## config.mk

```make
export PLATFORM = sky130hd
export DESIGN_NAME = exc_flush_ctrl
export DESIGN_NICKNAME = d
export VERILOG_FILES = /design/src/rtl/exc_flush_ctrl.sv
export SDC_FILE = /design/constraint.sdc
export NUM_CORES = 1
export LEC_CHECK = 0
export BUFFER_PORTS_ARGS = -buffer_cell sky130_fd_sc_hd__buf_4
export CORE_ASPECT_RATIO = 0.5
export CORE_UTILIZATION = 45
export DETAILED_ROUTE_END_ITERATION = 10
export GPL_TIMING_DRIVEN = 0
export PLACE_DENSITY = 0.73
export SYNTH_ARGS = -nofsm -noshare
export SYNTH_HDL_FRONTEND = slang
export SYNTH_SLANG_ARGS = --single-unit
```

## constraint.sdc

```tcl
create_clock -name clk -period 3 [get_ports clk]
set_input_delay 0.45 -clock clk [delete_from_list [all_inputs] [get_ports clk]]
set_output_delay 0.45 -clock clk [all_outputs]
set_load 0.05 [all_outputs]
```

## src/rtl/exc_flush_ctrl.sv

```systemverilog
// rtl/exc_flush_ctrl.sv - exception/ERET pipeline flush and PC redirect sequencer
// Build option: FLUSH_WAIT_INST_EN drains inst requests too, removing stale-response discard.
module exc_flush_ctrl #(
    parameter logic [31:0] EXC_VECTOR      = 32'hBFC00380,
    parameter int          MAX_OUTSTANDING = 2,
    parameter int          CNT_W           = 2
) (
    input  logic        clk,
    input  logic        resetn,
    input  logic        exc_req,
    input  logic        eret_req,
    input  logic [31:0] epc,
    input  logic        inst_req_fire,
    input  logic        inst_resp,
    input  logic        data_req_fire,
    input  logic        data_resp,
    input  logic        redirect_ready,
    output logic        stall_all,
    output logic        flush,
    output logic        redirect_valid,
    output logic [31:0] redirect_pc,
    output logic        inst_req_block,
    output logic        discard_inst_resp,
    output logic        busy,
    output logic        proto_err
);

    localparam logic [1:0] S_IDLE     = 2'd0;
    localparam logic [1:0] S_DRAIN    = 2'd1;
    localparam logic [1:0] S_FLUSH    = 2'd2;
    localparam logic [1:0] S_REDIRECT = 2'd3;

    localparam logic [CNT_W-1:0] MAX_CNT = CNT_W'(MAX_OUTSTANDING);

    logic [1:0]       state, state_nxt;
    logic [CNT_W-1:0] inst_cnt, inst_nxt, data_cnt, data_nxt;
    logic             inst_err, data_err;
    logic [31:0]      target;
    logic             drain_done;
    logic             req_any;

    // Returns {error, next_count}; an illegal step holds the count.
    function automatic logic [CNT_W:0] cnt_step(input logic [CNT_W-1:0] c,
                                                 input logic up, input logic dn);
        logic [CNT_W:0] r;
        r = {1'b0, c};
        if (up && !dn) begin
            if (c == MAX_CNT) r = {1'b1, c};
            else              r = {1'b0, c + 1'b1};
        end else if (dn && !up) begin
            if (c == '0) r = {1'b1, c};
            else         r = {1'b0, c - 1'b1};
        end
        return r;
    endfunction

    always_comb begin
        {inst_err, inst_nxt} = cnt_step(inst_cnt, inst_req_fire, inst_resp);
        {data_err, data_nxt} = cnt_step(data_cnt, data_req_fire, data_resp);
    end

`ifdef FLUSH_WAIT_INST_EN
    assign drain_done = (data_nxt == '0) && (inst_nxt == '0);
`else
    assign drain_done = (data_nxt == '0);
`endif

    assign req_any = exc_req || eret_req;

    always_comb begin
        state_nxt = state;
        case (state)
            S_IDLE:     if (req_any) state_nxt = drain_done ? S_FLUSH : S_DRAIN;
            S_DRAIN:    if (drain_done) state_nxt = S_FLUSH;
            S_FLUSH:    state_nxt = S_REDIRECT;
            S_REDIRECT: if (redirect_ready) state_nxt = S_IDLE;
            default:    state_nxt = S_IDLE;
        endcase
    end

    always_ff @(posedge clk) begin
        if (!resetn) begin
            state     <= S_IDLE;
            inst_cnt  <= '0;
            data_cnt  <= '0;
            target    <= '0;
            proto_err <= 1'b0;
        end else begin
            state    <= state_nxt;
            inst_cnt <= inst_nxt;
            data_cnt <= data_nxt;
            if (inst_err || data_err) proto_err <= 1'b1;
            if (state == S_IDLE) begin
                if (exc_req)       target <= EXC_VECTOR;
                else if (eret_req) target <= epc;
            end
        end
    end

`ifdef FLUSH_WAIT_INST_EN
    assign discard_inst_resp = 1'b0;
`else
    logic [CNT_W-1:0] discard_cnt;

    assign discard_inst_resp = inst_resp && (discard_cnt != '0);

    // Everything still outstanding at the flush predates the redirect; responses are in order.
    always_ff @(posedge clk) begin
        if (!resetn)                discard_cnt <= '0;
        else if (state == S_FLUSH)  discard_cnt <= inst_nxt;
        else if (discard_inst_resp) discard_cnt <= discard_cnt - 1'b1;
    end
`endif

    assign busy           = (state != S_IDLE);
    assign flush          = (state == S_FLUSH);
    assign redirect_valid = (state == S_REDIRECT);
    assign redirect_pc    = redirect_valid ? target : 32'h0;
    assign stall_all      = ((state == S_IDLE) && req_any) || (state == S_DRAIN) || flush;
    assign inst_req_block = (inst_cnt == MAX_CNT) || (state == S_DRAIN) || flush;

endmodule

```

After elaboration in Yosys (flattened, before gate mapping)

Index checks and enable logic that the tools add are counted.

Output and inout bits: 39
Register bits: 41
Input bits: 41

Equal/unequal tests: 8
Mux-type cells: 18
Reductions and logical operators: 26
Add/subtract/negate cells: 5

Operators with widths:

| operator              | count |
|---|---|
| $mux W32              | 3 |
| $mux W3               | 8 |
| $mux W2               | 6 |
| $eq A2 B2 Y1 const B  | 4 |
| $logic_not A2 Y1      | 4 |
| $pmux W2 S4           | 1 |
| $reduce_bool A2 Y1    | 4 |
| $logic_and A1 B1 Y1   | 6 |
| $logic_or A1 B1 Y1    | 6 |
| $ne A2 B2 Y1 const B  | 3 |
| $sub A2 B1 Y2 const B | 3 |
| $add A2 B1 Y2 const B | 2 |
| $logic_not A1 Y1      | 4 |
| $reduce_and A3 Y1     | 1 |
| $eq A2 B1 Y1 const B  | 1 |
| $reduce_and A2 Y1     | 1 |

Depth between registers and ports, before layout

Depth after elaboration: 8
Mapped depth: 8
Mapped depth without buffers: 7

Least setup slack after synthesis

OpenSTA, ideal clock, no wires.

Path type: in2out
Start: input exc_req
End: output stall_all
Arrival: 1,611 ps
Buffers on the path: 4
Path slack: 939 ps
Cell stages on the path: 6
Required time: 2,550 ps
Cells stage by stage: buf_2 -> o21ai_1 -> buf_2 -> buf_2 -> buf_2 -> nand2_1

Cells in the longest elaborated chain, start to end: 4

RTL lines:

| what                            | RTL line | RTL |
|---|---|---|
| from (decl)                     | 10       | `input logic exc_req,` |
| $logic_or A1 B1 Y1              | 68       | `assign req_any = exc_req \|\| eret_req;` |
| $logic_and A1 B1 Y1             | 119      | `assign stall_all = ((state == S_IDLE) && req_any) \|\| (state == S_DRAIN) \|\| flush;` |
| $logic_or A1 B1 Y1 (2 in a row) | 119      |  |
| to (decl)                       | 18       | `output logic stall_all,` |

No other way between the ends.

Final worst setup path

Start: register state[0]
End: output stall_all

Cells in the longest elaborated chain, start to end: 4

RTL lines:

| what                   | RTL line | RTL |
|---|---|---|
| from (decl)            | 35       | `logic [1:0] state, state_nxt;` |
| from (signal assigned) | 89       | `state <= state_nxt;` |
| $logic_not A2 Y1       | 119      |  |
| $logic_and A1 B1 Y1    | 119      |  |
| $logic_or A1 B1 Y1     | 119      |  |
| $logic_or A1 B1 Y1 *   | 119      |  |

Every way passes the cells marked *; elsewhere a longest branch is shown, timed or not.

==> results.cfg <==
[synth]
synth_fp_nets = 301
ys_types = 30
synth.avg_cell_area_um2 = 8.79
synth_top_area_share_pct = 37.6
ys_seq_area_share_pct = 37.6
synth_top_area_cell = dfxtp_1
synth_edf_count = 0
async_reset_ff_share_pct = 0
ys_warn_count = 0
synthFlopType = dfxtp_1
synth_area_leaders = dfxtp_1, and2_1, nor3b_1
netlist_area_um2 = 2180
synth_cells = 248
ys_ff_latch = 41

[setup_path]
required_ns = 2.55
critPathLaunchType = register
critPathMaxFanout = 10
end_kind = output pin
path_class = reg2out
arrival_ns = 2.14

[floorplan]
start_util_pct = 48.1
core.rowCount = 17
dieArea_um2 = 5150
core-area_um2 = 4530
die_x_um = 100
io_pins = 80
die_h_um = 51.2

[sta]
fmaxAchievable_ghz = 0.386
period_needed_ns = 2.59
rsz0062_at_grt = no
hold_viol_final = 0
maxSlewHeadroom_pct = 65.4
fin_setup_tns_ns = 0
slew_viol_final = 0
tightest_slew_ns = 0.519
setup_violations = 0
finalCritPeriodShare_pct = 86.5
finalClockSkew_ns = 0.00701

[finish]
fin_area_um2 = 2920
nFillCells = 409
layout.nets = 385
multi_input_area_um2 = 1240
final_cell_mix = buf_4, dfxtp_1, and2_1, nor3b_1, nor2b_1
final_common_cell = buf_4
area_growth_pct = 34.1
seq_area_um2 = 821
n_antenna_cell = 0
layout-drive-gt1-share_pct = 27.3

[global_routing]
overflow = 0
grt_max_degree = 13
grt_pass1_vias = 1877
antenna_found_initial = 0
grt_pass1_wl_um = 8650
grt_usage_pct = 22.0

[clock_tree]
clock_latency_ns = 0.30
cts.sinks = 41
clockBufferDepth = 2
cts_buffers = 5
cts_tree = built
cts_repair_resize_count = 0
h-tree-depth = 2
post_cts_buffers = 0
clkTransAtPathRegs_ns = 0.08
cts_root_buf = clkbuf_8
cts_hold_buf = 0

[status]
status = completed

[route]
num_vias = 2007
wire_per_inst_um = 13.3
dr.pass1.iters = 4
via_per_inst = 5.03
drc = 0
drtIter0Drc = 63
routed_wl_um = 5290
final_antenna_net_count = 0

[place]
numPortBuffers = 77
place_congestion = 0.795
place_area_um2 = 2840
dp_hpwl_um = 3960

[pwr]
ir_drop_v = 0.000304
powerDensity_nw_per_um2 = 722
p_leak_nw = 1.31

[min_path]
hp-class = in2reg

[flow_run]
maxCapViolCount = 0
report_power, final:
group	internal, W	switching (W)
clock network	0.000161	0.000196
logic	0.000384	0.000648
registers	0.000666	0.0000549
total	0.00121	0.000899
synthesized netlist by cell type (all sizes together) (4+ instances only):
master   n
dfxtp   41
and2    35
nor3b   24
nor2b   23
a21oi   22
ha      12
nand2b  12
o311a   12
clkbuf  11
inv     11
buf      8
nand2    8
o21ai    5
a211oi   4
routing by layer:
| metal | global-route usage, % | wire (µm) | vias to the layer above |
|---|---|---|---|
| met5 | 0 | 0 | - |
| met4 | 5.80 | 49 | 0 |
| met2 | 37.0 | 2350 | 52 |
| li1 | - | - | 1008 |
| met3 | 5.34 | 261 | 5 |
| met1 | 28.5 | 2630 | 942 |
metrics by stage:
stage	instances	power, W	setup slack [ns]	utilization, %	hold slack, ns
after floorplan	248	0.00148	0.939	-	0.470
after global placement	391	0.00173	0.782	62.7	0.461
after detailed placement	391	0.00176	0.753	62.7	0.474
after CTS	399	0.00212	0.416	64.5	0.393
after global routing	399	0.00226	0.261	64.5	0.394
final	399	0.00211	0.406	64.5	0.397
worst max-delay path, cell delays in order (launching register included):
cell and delay (ns):
dfxtp_1 0.40, inv_1 0.10, ha_1 0.22, o21ai_1 0.09, buf_2 0.25, buf_2 0.25, buf_2 0.24, nand2_1 0.09
buf_4 0.20
flip-flops by register name, summed over array words and instances (netlist names):
signal / flops
data_cnt: 2
inst_cnt: 2
discard_cnt: 2
target: 32
state: 2
proto_err: 1
worst paths after layout:
path                   from          to  slack (ns)  cells after the start
setup / recovery   state[0]   stall_all        0.41                      8
hold / removal      epc[28]  target[28]        0.40                      2
setup reg to reg   state[0]  target[25]        1.22                      7
hold reg to reg   proto_err   proto_err        0.49                      1
cells by family after synthesis:
kind of cell	after synthesis	synth area share [%]
compound gates	50	15.8
xor+xnor	2	0.803
fa+ha+maj	12	6.88
buf+inv	30	5.51
flops	41	37.6
mux	3	1.38
simple gates	110	32.0
cell type report:
| type | instances | area share (%) |
|---|---|---|
| Buffer | 19 | 2.70 |
| Clock buffer | 6 | 2.48 |
| Inverter | 11 | 1.41 |
| Sequential cell | 41 | 28.1 |
| Timing Repair Buffer | 77 | 19.8 |
| Clock inverter | 2 | 0.342 |
| Multi-Input combinational cell | 177 | 42.4 |
| Tap cell | 66 | 2.82 |
Power figures use the tool's default switching activity.
